$ cat src/rtl/loader_pkg.sv
// Shared types and constants for the instruction-memory loader: FSM states,
// word geometry and the big-endian byte-lane placement helper.
package loader_pkg;

  typedef enum logic [2:0] {
    IDLE,
    FILL,
    WRITE,
    DONE,
    ERR
  } state_t;

  localparam int         BYTES_PER_WORD = 4;
  localparam logic [7:0] PAD_BYTE       = 8'h00;

  // Lane 3 is the lowest byte address and therefore occupies bits [31:24].
  function automatic int unsigned lane_lsb(input logic [1:0] lane);
    return int'(lane) << 3;
  endfunction

endpackage

$ cat src/rtl/be_word_packer.sv
// Packs a byte stream MSB-first into a 32-bit word and tracks which lanes
// have been filled; exposes the word/enables as they will be after this load.
module be_word_packer
  import loader_pkg::*;
(
  input  logic        clk,
  input  logic        reset,
  input  logic        clear,
  input  logic        load,
  input  logic [7:0]  data,
  output logic [31:0] word_nxt,
  output logic [3:0]  be_nxt,
  output logic        full
);

  logic [31:0] word_q;
  logic [3:0]  be_q;
  logic [1:0]  idx_q;
  logic [1:0]  lane;

  assign lane = 2'd3 - idx_q;

  // NOTE: every output of this block gets a default first, so no path leaves one unassigned and no latch is inferred.
  always_comb begin
    word_nxt = word_q;
    be_nxt   = be_q;
    full     = 1'b0;
    if (load) begin
      word_nxt[lane_lsb(lane) +: 8] = data;
      be_nxt[lane]                  = 1'b1;
      full                          = (idx_q == 2'(BYTES_PER_WORD - 1));
    end
  end

  // NOTE: state is updated with non-blocking assignments so every flop samples pre-edge values.
  always_ff @(posedge clk) begin
    if (reset || clear) begin
      word_q <= {BYTES_PER_WORD{PAD_BYTE}};
      be_q   <= '0;
      idx_q  <= '0;
    end else if (load) begin
      word_q <= word_nxt;
      be_q   <= be_nxt;
      idx_q  <= idx_q + 2'd1;
    end
  end

endmodule

$ cat src/rtl/instr_mem_loader.sv
// Boot-time program loader: accepts a byte stream, writes it as big-endian
// words into instruction memory and reports done/overflow.
module instr_mem_loader
  import loader_pkg::*;
#(
  parameter int unsigned MEM_BYTES = 64,
  parameter int unsigned ADDR_W    = 32
) (
  input  logic              clk,
  input  logic              reset,
  input  logic              start,
  input  logic [7:0]        byte_in,
  input  logic              byte_valid,
  input  logic              byte_last,
  output logic              byte_ready,
  output logic              mem_we,
  output logic [ADDR_W-1:0] mem_addr,
  output logic [31:0]       mem_wdata,
  output logic [3:0]        mem_be,
  output logic              busy,
  output logic              done,
  output logic              error,
  output logic [ADDR_W-1:0] bytes_loaded
);

  state_t      state, next_state;
  logic        restart, clear, load, full, last_seen;
  logic [31:0] word_nxt;
  logic [3:0]  be_nxt;

  be_word_packer u_packer (
    .clk      (clk),
    .reset    (reset),
    .clear    (clear),
    .load     (load),
    .data     (byte_in),
    .word_nxt (word_nxt),
    .be_nxt   (be_nxt),
    .full     (full)
  );

  always_comb begin
    next_state = state;
    restart    = 1'b0;
    clear      = 1'b0;
    load       = 1'b0;
    unique case (state)
      IDLE, DONE, ERR: begin
        if (start) begin
          restart    = 1'b1;
          clear      = 1'b1;
          next_state = FILL;
        end
      end
      FILL: begin
        load = byte_valid & byte_ready;
        if (load && (full || byte_last)) next_state = WRITE;
      end
      WRITE: begin
        // The word has been captured into mem_wdata; empty the packer for the next one.
        clear = 1'b1;
        if (last_seen) next_state = DONE;
        else if (mem_addr + ADDR_W'(BYTES_PER_WORD) == ADDR_W'(MEM_BYTES)) next_state = ERR;
        else next_state = FILL;
      end
      default: next_state = IDLE;
    endcase
  end

  // Outputs are registered from next_state so they change together with the state.
  always_ff @(posedge clk) begin
    if (reset) begin
      state        <= IDLE;
      byte_ready   <= 1'b0;
      mem_we       <= 1'b0;
      mem_addr     <= '0;
      mem_wdata    <= '0;
      mem_be       <= '0;
      busy         <= 1'b0;
      done         <= 1'b0;
      error        <= 1'b0;
      bytes_loaded <= '0;
      last_seen    <= 1'b0;
    end else begin
      state      <= next_state;
      byte_ready <= (next_state == FILL);
      busy       <= (next_state == FILL) || (next_state == WRITE);
      done       <= (next_state == DONE);
      error      <= (next_state == ERR);
      mem_we     <= (next_state == WRITE);
      mem_wdata  <= (next_state == WRITE) ? word_nxt : '0;
      mem_be     <= (next_state == WRITE) ? be_nxt : '0;
      if (restart) begin
        mem_addr     <= '0;
        bytes_loaded <= '0;
        last_seen    <= 1'b0;
      end else begin
        if (load) bytes_loaded <= bytes_loaded + ADDR_W'(1);
        if (load && byte_last) last_seen <= 1'b1;
        if (state == WRITE && next_state == FILL)
          mem_addr <= mem_addr + ADDR_W'(BYTES_PER_WORD);
      end
    end
  end

endmodule

$ cat config.mk
export PLATFORM = sky130hd
export DESIGN_NAME = instr_mem_loader
export DESIGN_NICKNAME = d
export VERILOG_FILES = /design/src/rtl/loader_pkg.sv /design/src/rtl/be_word_packer.sv /design/src/rtl/instr_mem_loader.sv
export SDC_FILE = /design/constraint.sdc
export NUM_CORES = 1
export LEC_CHECK = 0
export BUFFER_PORTS_ARGS = -buffer_cell sky130_fd_sc_hd__buf_2
export CAP_MARGIN = 20
export CELL_PAD_IN_SITES_DETAIL_PLACEMENT = 1
export CELL_PAD_IN_SITES_GLOBAL_PLACEMENT = 2
export CORE_ASPECT_RATIO = 2
export CORE_MARGIN = 3
export CORE_UTILIZATION = 24
export CTS_CLUSTER_SIZE = 16
export DETAILED_ROUTE_END_ITERATION = 7
export HOLD_SLACK_MARGIN = 0.12
export MAX_ROUTING_LAYER = met4
export PLACE_DENSITY_LB_ADDON = 0.1
export SYNTH_ARGS = -nofsm -noshare
export SYNTH_HDL_FRONTEND = slang
export SYNTH_SLANG_ARGS = --single-unit
$ cat constraint.sdc
create_clock -name clk -period 2.9 [get_ports clk]
set_clock_uncertainty 0.15 [all_clocks]
set_input_delay 0.29 -clock clk [delete_from_list [all_inputs] [get_ports clk]]
set_output_delay 0.29 -clock clk [all_outputs]
set_load 0.02 [all_outputs]
## After elaboration in Yosys (flattened, before gate mapping)

Index checks and enable logic that the tools add are counted.
W data, S select, Z words.

| word-level totals | value |
|---|---|
| bits of input ports | 13 |
| output and inout port bits | 105 |
| flip-flop bits (word level) | 147 |
| logic and storage cells | 62 |

| cells by class | value |
|---|---|
| reduce and logical (&&, ||, !) cells | 11 |
| shifts and indexed selects | 2 |
| bitwise logic cells | 3 |
| magnitude comparators | 2 |
| muxes and demuxes | 15 |
| add/sub/neg operators | 5 |
| equal/unequal tests | 10 |

Operator list:

| cell | count |
|---|---|
| $neg A5 Y34 | 1 |
| $shift A8 B34 Y32 const A | 1 |
| $shiftx A8 B34 Y32 | 1 |
| $add A32 B1 Y32 const B | 1 |
| $add A32 B3 Y32 const B | 1 |
| $bwmux W32 | 1 |
| $eq A32 B7 Y1 const B | 1 |
| $mux W32 | 1 |
| $eq A3 B2 Y1 const B | 4 |
| $mux W3 | 4 |
| $pmux W3 S3 | 1 |
| $eq A3 B1 Y1 const B | 2 |
| $eq A3 B3 Y1 const B | 2 |
| $mux W1 | 5 |
| $logic_and A1 B1 Y1 | 4 |
| $mux W4 | 1 |
| $or A4 B4 Y4 | 1 |
| $reduce_or A2 Y1 | 2 |
| $logic_not A3 Y1 | 1 |
| $logic_or A1 B1 Y1 | 3 |
| $lt A2 B3 Y1 const B | 1 |
| $reduce_or A3 Y1 | 1 |
| $add A2 B1 Y2 const B | 1 |
| $demux W1 S2 | 1 |
| other kinds (6) | 6 |

## Depth between registers and ports, before layout

Gate-level depths: netlist (run 1).

| depth | value |
|---|---|
| depth in word-level cells | 10 |
| depth in mapped cells | 12 |
| mapped depth without buffers | 9 |

## Hierarchy

From an unflattened synthesis (run 1), not the netlist that was laid out.

| unflattened totals | value |
|---|---|
| cell total of the unflattened synthesis | 728 |
| area total of the unflattened synthesis | 6,732.7 sq um |

By module, submodules not included:

| module | times used | area each (sq um) | sequential area each (sq um) | cells an instance |
|---|---|---|---|---|
| instr_mem_loader | 1 | 4,959.8 | 2,142.1 | 546 |
| be_word_packer | 1 | 1,773.0 | 760.7 | 182 |

## Worst setup path after synthesis (run 1)

No wires, ideal clock.

| timing | value |
|---|---|
| kind | register -> register |
| start point | reg mem_addr[14] |
| end point | reg mem_addr[26] |
| setup time | 0.115 ns |
| arrival | 2.887 ns |
| clock period less this slack | 3.152 ns |
| buffers on the path | 3 |
| required time | 2.635 ns |
| setup slack | -0.252 ns |
| cell stages (with the launch flop) | 12 |
| path through | dfxtp_1 -> buf_4 -> and4_2 -> nand4_4 -> or4_4 -> a2111oi_4 -> a31oi_2 -> nor3_4 -> buf_6 -> buf_6 -> nor4_1 -> o21a_1 |

| between the ends | value |
|---|---|
| cells in the longest elaborated chain, start to end | 7 |

Ends and longest elaborated chain:

| what | RTL line | RTL |
|---|---|---|
| start: declaration | instr_mem_loader.sv:17 | `output logic [ADDR_W-1:0] mem_addr,` |
| start signal: assignment | instr_mem_loader.sv:101 | `mem_addr <= mem_addr + ADDR_W'(BYTES_PER_WORD);` |
| $add A32 B3 Y32 * | instr_mem_loader.sv:63, instr_mem_loader.sv:101 |  |
| $eq A32 B7 Y1 | instr_mem_loader.sv:63 | `else if (mem_addr + ADDR_W'(BYTES_PER_WORD) == ADDR_W'(MEM_BYTES)) next_state = ERR;` |
| $mux W3 | instr_mem_loader.sv:63 |  |
| $mux W3 | instr_mem_loader.sv:62 | `if (last_seen) next_state = DONE;` |
| $pmux W3 S3 | instr_mem_loader.sv:47 | `unique case (state)` |
| $eq A3 B1 Y1 | instr_mem_loader.sv:100 | `if (state == WRITE && next_state == FILL)` |
| $logic_and A1 B1 Y1 | instr_mem_loader.sv:100 |  |

Every way passes the cells marked *; elsewhere a longest branch is shown, timed or not.
A chain may end at the register's enable or synchronous reset.

## Worst setup path in the final report (run 1)

| timing | value |
|---|---|
| start point | reg mem_addr[3] |
| end point | reg mem_wdata[19] |

| between the ends | value |
|---|---|
| cells in the longest elaborated chain, start to end | 8 |

Ends and longest elaborated chain:

| what | RTL line | RTL |
|---|---|---|
| $add A32 B3 Y32 | instr_mem_loader.sv:63 |  |
| $eq A32 B7 Y1 | instr_mem_loader.sv:63 |  |
| $mux W3 | instr_mem_loader.sv:63 |  |
| $mux W3 | instr_mem_loader.sv:62 |  |
| $pmux W3 S3 | instr_mem_loader.sv:47 |  |
| $eq A3 B2 Y1 | instr_mem_loader.sv:91 | `mem_wdata <= (next_state == WRITE) ? word_nxt : '0;` |
| $not A1 Y1 (no source line) | -- |  |
| $reduce_or A2 Y1 (no source line) | -- |  |
| end signal: assignment | instr_mem_loader.sv:91 |  |
| end: declaration | instr_mem_loader.sv:18 | `output logic [31:0] mem_wdata,` |

Every way passes these cells.

==> impl_results.md, run 1 <==
* Post-detail-place hpwl at between 15000 and 20000 µm
* Cell leakage power at approximately 3.6 nW
* PD cells at around 470 mW/mm²
* Syn Inst Count at around 770
* Top_reg_cell synth: dfxtp_1
* Setup CP Type: reg -> reg
* Synth Cell Area at 0.00650 mm²
* Buf+Inv Stages, Crit Path at 3
* H-tree depth at 4
* Starting DRT DRC Count at ~250
* First-pass GRT wire length at about 38000 µm
* DIE WIDTH at around 120 µm
* Yosys warns at 0
* Worst slew pin tran at roughly 1 ns
* Endpoints failing setup at 36
* Outcome: complete, but fails checks
* Largest net degree at the start of global routing at 39
* Worst r2r src: mem_addr[3]$_SDFFE_PP0P_
* Clock Tree Buf Depth at 2
* Fmax at 0.336 GHz
* Failing checks: negative setup slack
* Synth cell types at 64
* Routed WL per cell at ~18 µm
* Fin crit share at 103%
* CTS tree: done
* Final wirelength at approximately 24000 µm
* Delay-heaviest family, CP: simple AND/OR/NAND/NOR gates
* Remaining global-route overflow at 0
* FF-to-FF setup slack at -0.08 ns
* Unrepaired setup endpoints after global routing: true
* TritonRoute pass-1 iters at 4
* Maximum VDD drop at between 0.2 and 0.3 mV
* CP max FO at 5
* Antenna-violating nets left at 0
* Port bufs at about 120
* CP endpoint kind: flip-flop
* Area Growth Syn to Fin at 42.8%
* Critical path data required time at between 3 and 4 ns
* Clock Pin Slew Worst Setup and Hold Paths at ~0.060 ns
* Starting Density at 24.5%
* RR Endpoint: mem_wdata[19]$_SDFF_PP0_
* CTS Root Cell: clkbuf_16
* Reg2reg path depth at 12
* Period minus WS final at 2.98 ns
* CP max stage cell: or4_4
* Vias in the first global route at 6996
* Critical path arrival at between 3 and 4 ns
* Residual DRC count at 0
* Via Count at 6407
* Vias/cell at between 4 and 5
* Chip height at approximately 240 µm
* Slew HR at around a third
* Setup WS post-layout at -0.0782 ns
* Num CTS Buffers at 17
* Rows at between 80 and 90
* Worst setup SP type: flip-flop
* Total Routing Usage GR at about 17%
* Max incr delay on CP at 0.55 ns
* Antenna diodes at 0
* Post-Syn Area per Cell at 8.47 µm²
* Post-synth EDFFs at 0
* Crit path cell chain: ha_4 -> nand2_1 -> or4_4 -> xnor2_2 -> buf_4 -> a31oi_4 -> nand4b_1 -> nor4b_4 -> o211ai_1 -> buf_4 -> clkbuf_16 -> nor2_2
* DIE AREA at 0.0292 mm²
* Max Cap Violations at 0
* Number of cells on the critical path at 12
* Final Total Pwr at between 0.004 and 0.005 W
* CTS Sinks at between 100 and 150
* Top cell by count, worst path: buf_4
* Final #Nets at between 900 and 1000
* Top Ports at roughly 120
* GPL Wtd Cong at 0.823
* Final Hold Vio Count at 0
* Share of layout cells above drive strength 1 at around 36%
* Core box area at roughly 0.026 mm²
* Post-synthesis sequential area ratio at between 40% and 50%
* Hold Crit Class: in -> reg
* Clk_lat worst skew at roughly 0.43 ns
* Min Hold Slack at around 0.17 ns
* Slew Viols, Final at 0
* Initial antenna violation count at 0
* Crit path to: mem_wdata[19]$_SDFF_PP0_
* Synth async-reset ratio at 0%
* Crit. Startpoint: mem_addr[3]$_SDFFE_PP0P_
* Flops & latches, synth at around 150
worst min-delay path by stage:
stage	start	end	slack, ns	depth (start not counted)
6_report	byte_in[7]	u_packer.word_q[31]$_SDFFE_PP0P_	0.17	5
5_1_grt	start	state[2]$_SDFF_PP0_	0.18	4
4_1_cts	byte_in[6]	u_packer.word_q[30]$_SDFFE_PP0P_	0.15	5
3_5_place_dp	u_packer.be_q[1]$_SDFFE_PP0P_	mem_be[1]$_SDFF_PP0_	0.30	2
3_3_place_gp	u_packer.be_q[0]$_SDFFE_PP0P_	u_packer.be_q[0]$_SDFFE_PP0P_	0.29	2
2_1_floorplan	u_packer.be_q[0]$_SDFFE_PP0P_	mem_be[0]$_SDFF_PP0_	0.27	2
cell usage after synthesis, types with 5 or more instances:
cell / count / area share (%)
dfxtp_1: 145 / 45
nor2_1: 145 / 8.4
nand2_1: 77 / 4.4
a21oi_1: 66 / 5.1
clkbuf_1: 25 / 1.4
nand3_1: 21 / 1.6
o31ai_1: 21 / 2.4
or4_1: 21 / 2.4
nand4_1: 20 / 1.9
xnor2_1: 19 / 2.6
xor2_1: 14 / 1.9
and3_1: 12 / 1.2
nor3_1: 12 / 0.92
nor4_1: 12 / 1.2
inv_1: 11 / 0.64
ha_1: 10 / 1.9
nor2_4: 10 / 1.7
o21ai_0: 10 / 0.77
buf_2: 8 / 0.62
nand2b_1: 7 / 0.67
nor3b_1: 7 / 0.81
or3_1: 7 / 0.67
and4_1: 6 / 0.81
mux2i_1: 6 / 0.92
o211ai_1: 6 / 0.69
buf_6: 5 / 0.87
metal layers:
layer,wire (µm),global-route usage [%]
met5,0,-
met4,873,7.14
met3,765,3.39
met2,14700,35.1
met1,7990,15.1
worst reg2reg max path: stages (launching register included):
cell and delay [ns]:
dfxtp_4 0.36, ha_4 0.18, nand2_1 0.07, or4_4 0.55, xnor2_2 0.16, buf_4 0.14, a31oi_4 0.12, nand4b_1 0.15
nor4b_4 0.35, o211ai_1 0.18, buf_4 0.24, clkbuf_16 0.19, nor2_2 0.08
logic make-up (layout without fill, tap and decap cells):
kind of cell	after synthesis	count (layout)	synth area share, %
muxes	6	6	0.924
AOI/OAI and AO/OA	136	136	13.5
buffers and inverters	58	273	4.48
adders and majority gates	10	10	1.92
DFF	145	145	44.6
xor gates and xnor gates	33	33	4.45
other	1	2	0.0577
and+or+nand+nor	379	379	30.0
registers in the layout (all words and copies together), names as in the netlist:
| name | cells |
|---|---|
| mem_be | 4 |
| u_packer.idx_q | 2 |
| state | 3 |
| busy | 1 |
| mem_addr | 30 |
| byte_ready | 1 |
| u_packer.be_q | 4 |
| done | 1 |
| bytes_loaded | 32 |
| mem_we | 1 |
| mem_wdata | 32 |
| u_packer.word_q | 32 |
| error | 1 |
| last_seen | 1 |
through the flow:
stage          setup WS [ns]  utilization [%]  setup TNS, ns  cells  instance area, µm²
6_report             -0.0782             35.0          -1.39   1328                9280
5_1_grt               -0.223             35.0          -7.80   1328                9280
4_1_cts              -0.0435             33.8         -0.916   1322                8960
3_5_place_dp          -0.230             30.6          -6.49   1280                8090
3_3_place_gp          -0.194             30.6          -5.07   1280                8090
2_1_floorplan         0.0107                -              0    769                6540
report_power, final:
part	internal (W)	switching, W
combinational	0.0000381	0.000103
clock	0.00133	0.000905
sequential	0.00199	0.00000628
total	0.00336	0.00101
placed cells by master (no fill, tap or decap), types with 11 or more instances in the layout:
| master | n |
|---|---|
| xor2_1 | 14 |
| nor3_1 | 11 |
| inv_1 | 11 |
| nor2_4 | 25 |
| o31ai_1 | 17 |
| buf_4 | 95 |
| xnor2_1 | 18 |
| nand2_1 | 77 |
| nand3_1 | 19 |
| buf_2 | 115 |
| and3_1 | 11 |
| nor2_1 | 125 |
| dfxtp_2 | 11 |
| a21oi_1 | 60 |
| clkbuf_16 | 19 |
| or4_1 | 14 |
| nand4_1 | 20 |
| dfxtp_1 | 129 |
final cells by class:
type                       count  area, µm²
timing repair buffer         230       1630
clock inverter                10       96.3
sequential                   145       2940
clock buffer                  22        505
fill                        3188      17200
multi-input combinational    566       3640
inverter                      11       41.3
tap                          344        430
repair_timing:
action	4_1_cts	5_1_grt
pin swaps	12	20
endpoints found under the hold margin	7	0
gates resized for setup	37	61
gates cloned	4	1
hold buffers	2	0
setup endpoints to repair	61	69
setup buffers	4	5
(Power assumes the default switching activity.)
==> run 2, diff against run 1 <==
--- a/config.mk
+++ b/config.mk
@@ -17,6 +17,7 @@
 export HOLD_SLACK_MARGIN = 0.12
 export MAX_ROUTING_LAYER = met4
 export PLACE_DENSITY_LB_ADDON = 0.1
+export SKIP_CTS_REPAIR_TIMING = 1
 export SYNTH_ARGS = -nofsm -noshare
 export SYNTH_HDL_FRONTEND = slang
 export SYNTH_SLANG_ARGS = --single-unit
==> run 2 against run 1 <==
  * Cell count is 0.30% lower
  * The flow still finishes with violations (negative setup slack)
  * Non-clock buffer count fell by 4
  * First-iteration DRC count is 6.3% higher
==> impl_results.md, run 2 (synthesis results as in run 1) <==
* Slew Viols, Final at 0 (unchanged)
* GPL Wtd Cong at 0.823 (unchanged)
* Final #Nets at 990 (was 994)
* Clock power frac at 51.1% (was 51.0%)
* CP max stage cell: or4_4 (unchanged)
* TritonRoute pass-1 iters at 4 (unchanged)
* Internal Power at 0.00336 W (about the same)
* Hold Crit Class: in -> reg (unchanged)
* Outcome: complete, but fails checks (unchanged)
* Vias in the first global route at 6877 (was 6996)
* Unrepaired setup endpoints after global routing: true (unchanged)
* Fin crit share at 102% (was 103%)
* P_sw at 0.00101 W (about the same)
* Remaining global-route overflow at 0 (unchanged)
* Critical path data required time at 3.11 ns (was 3.12 ns)
* Top cell by count, worst path: buf_4 (unchanged)
* Core box area at 0.0265 mm² (unchanged)
* Most frequent cells in the layout: nor2_1, dfxtp_1, buf_2 (was dfxtp_1, nor2_1, buf_2)
* Max incr delay on CP at 0.48 ns (was 0.55 ns)
* Final wirelength at 24000 µm (was 24400 µm)
* Starting Density at 24.5% (unchanged)
* Logic gate share of total power at 3.1% (was 3.2%)
* Fmax at 0.338 GHz (was 0.336 GHz)
* Met2 Use GR at 33.9% (was 35.1%)
* Vias/cell at 4.84 (was 4.82)
* Num CTS Buffers at 17 (unchanged)
* Reg2reg path depth at 12 (unchanged)
* Slew HR at 30.4% (was 33.9%)
* Largest net degree at the start of global routing at 39 (unchanged)
* Antenna-violating nets left at 0 (unchanged)
* Routed WL per cell at 18.1 µm (was 18.3 µm)
* Share of layout cells above drive strength 1 at 34.2% (was 36.2%)
* CP endpoint kind: flip-flop (unchanged)
* Buf+Inv Stages, Crit Path at 4 (was 3)
* Antenna diodes at 0 (unchanged)
* Area Growth Syn to Fin at 39.4% (was 42.8%)
* Top Ports at 118 (unchanged)
* Chip height at 239 µm (unchanged)
* Worst setup SP type: flip-flop (unchanged)
* Hold Path End: u_packer.word_q[31]$_SDFFE_PP0P_ (unchanged)
* H-tree depth at 4 (unchanged)
* DIE AREA at 0.0292 mm² (unchanged)
* Clock Pin Slew Worst Setup and Hold Paths at 0.06 ns (about the same)
* Initial antenna violation count at 0 (unchanged)
* Share of power burned in registers at 45.8% (was 45.7%)
* FF-to-FF setup slack at -0.06 ns (was -0.08 ns)
* CTS Root Cell: clkbuf_16 (unchanged)
* Final instance area at 0.00906 mm² (was 0.00928 mm²)
* Period minus WS final at 2.96 ns (was 2.98 ns)
* Post-detail-place hpwl at 18200 µm (unchanged)
* Worst r2r src: mem_addr[12]$_SDFFE_PP0P_ (was mem_addr[3]$_SDFFE_PP0P_)
* Number of fill cells in the layout at 3199 (was 3188)
* Final Hold Vio Count at 0 (unchanged)
* Total Routing Usage GR at 16.9% (was 17.4%)
* Setup CP Type: reg -> reg (unchanged)
* Switch share at 23.2% (about the same)
* Failing checks: negative setup slack (unchanged)
* Hold Crit Start: byte_in[7] (unchanged)
* CTS tree: done (unchanged)
* Worst slew pin tran at 1.04 ns (was 0.989 ns)
* Delay-heaviest family, CP: simple AND/OR/NAND/NOR gates (unchanged)
* Endpoints failing setup at 38 (was 36)
* Via Count at 6405 (was 6407)
* First-pass GRT wire length at 36800 µm (was 37900 µm)
* Residual DRC count at 0 (unchanged)
* Port bufs at 115 (unchanged)
* Critical path arrival at 3.18 ns (was 3.20 ns)
* Hold path depth at 5 (unchanged)
* Met1 global-route usage at 14.7% (was 15.1%)
* GR met3 Demand/Resource at 3.41% (was 3.39%)
* Setup WS post-layout at -0.0624 ns (was -0.0782 ns)
* PD cells at 482 mW/mm² (was 471 mW/mm²)
* Starting DRT DRC Count at 270 (was 254)
* Placed Area at 0.00809 mm² (unchanged)
* Largest registers: bytes_loaded x32, mem_wdata x32, u_packer.word_q x32 (unchanged)
* Total negative slack at -0.733 ns (was -1.39 ns)
* Clk_lat worst skew at 0.43 ns (about the same)
* Clock Tree Buf Depth at 2 (unchanged)
* Rows at 84 (unchanged)
* Crit path cell chain: and2_1 -> nand4_4 -> buf_4 -> buf_4 -> nor4_1 -> a211oi_2 -> nand4b_1 -> nor3_4 -> buf_6 -> clkbuf_16 -> or4_4 -> a21oi_2 (was ha_4 -> nand2_1 -> or4_4 -> xnor2_2 -> buf_4 -> a31oi_4 -> nand4b_1 -> nor4b_4 -> o211ai_1 -> buf_4 -> clkbuf_16 -> nor2_2)
* RR Endpoint: mem_addr[6]$_SDFFE_PP0P_ (was mem_wdata[19]$_SDFF_PP0_)
* Cell leakage power at 3.53 nW (was 3.58 nW)
* Number of cells on the critical path at 12 (unchanged)
* Leading cell type in the layout, fill and taps excluded: nor2_1 (was dfxtp_1)
* Grt peak-use layer: met2 (unchanged)
* Maximum VDD drop at 0.312 mV (was 0.298 mV)
* DIE WIDTH at 122 µm (unchanged)
* CTS Sinks at 145 (unchanged)
* Core Util, Final at 34.2% (was 35.0%)
* Max Cap Violations at 0 (unchanged)
* CP max FO at 8 (was 5)
run 2: worst max path at each step:
stage,startpoint,to,slack (ns)
after floorplan,mem_addr[7]$_SDFFE_PP0P_,mem_wdata[10]$_SDFF_PP0_,0.01
after global placement,mem_addr[8]$_SDFFE_PP0P_,mem_addr[18]$_SDFFE_PP0P_,-0.19
after detailed placement,mem_addr[8]$_SDFFE_PP0P_,mem_addr[18]$_SDFFE_PP0P_,-0.23
after CTS,mem_addr[8]$_SDFFE_PP0P_,mem_addr[18]$_SDFFE_PP0P_,-0.25
after global routing,mem_addr[4]$_SDFFE_PP0P_,mem_addr[14]$_SDFFE_PP0P_,-0.21
final,mem_addr[12]$_SDFFE_PP0P_,mem_addr[6]$_SDFFE_PP0P_,-0.06
run 2: per-layer routing:
layer	share of wire (%)	up-vias	wire [µm]
met5	0	-	0
met4	2.9	0	702
met3	2.9	37	704
met2	60	122	14300
met1	34	3155	8230
li1	-	3091	-
run 2: stage by stage:
| stage | setup WS, ns | total power, W | cells | hold slack, ns |
|---|---|---|---|---|
| 2_1_floorplan | 0.0107 | 0.00212 | 769 | 0.274 |
| 3_3_place_gp | -0.194 | 0.00218 | 1280 | 0.290 |
| 3_5_place_dp | -0.230 | 0.00218 | 1280 | 0.296 |
| 4_1_cts | -0.251 | 0.00445 | 1312 | -0.0500 |
| 5_1_grt | -0.211 | 0.00454 | 1324 | 0.206 |
| 6_report | -0.0624 | 0.00437 | 1324 | 0.171 |
run 2: final cells by class:
| type | instances | area (µm²) | share of cell area, % |
|---|---|---|---|
| multi-input cells | 566 | 3520 | 38.8 |
| flip-flops and latches | 145 | 2930 | 32.3 |
| repair buffers | 226 | 1550 | 17.0 |
| clock buffers | 22 | 505 | 5.58 |
| well taps | 344 | 430 | 4.75 |
| clock inverters | 10 | 96.3 | 1.06 |
| inverters | 11 | 41.3 | 0.455 |
run 2: worst reg2reg max path, cell delays in order (launching register included):
cell	delay, ns
dfxtp_1	0.38
and2_1	0.28
nand4_4	0.13
buf_4	0.16
buf_4	0.14
nor4_1	0.40
a211oi_2	0.09
nand4b_1	0.17
nor3_4	0.09
buf_6	0.15
clkbuf_16	0.17
or4_4	0.48
a21oi_2	0.12
run 2: power by group through the flow:
stage                     sequential, W  combinational [W]  clock [W]
after floorplan                 0.00205          0.0000722          0
after global placement          0.00205           0.000133          0
after detailed placement        0.00205           0.000135          0
after CTS                       0.00200           0.000135    0.00232
after global routing            0.00200           0.000149    0.00239
final                           0.00200           0.000135    0.00224
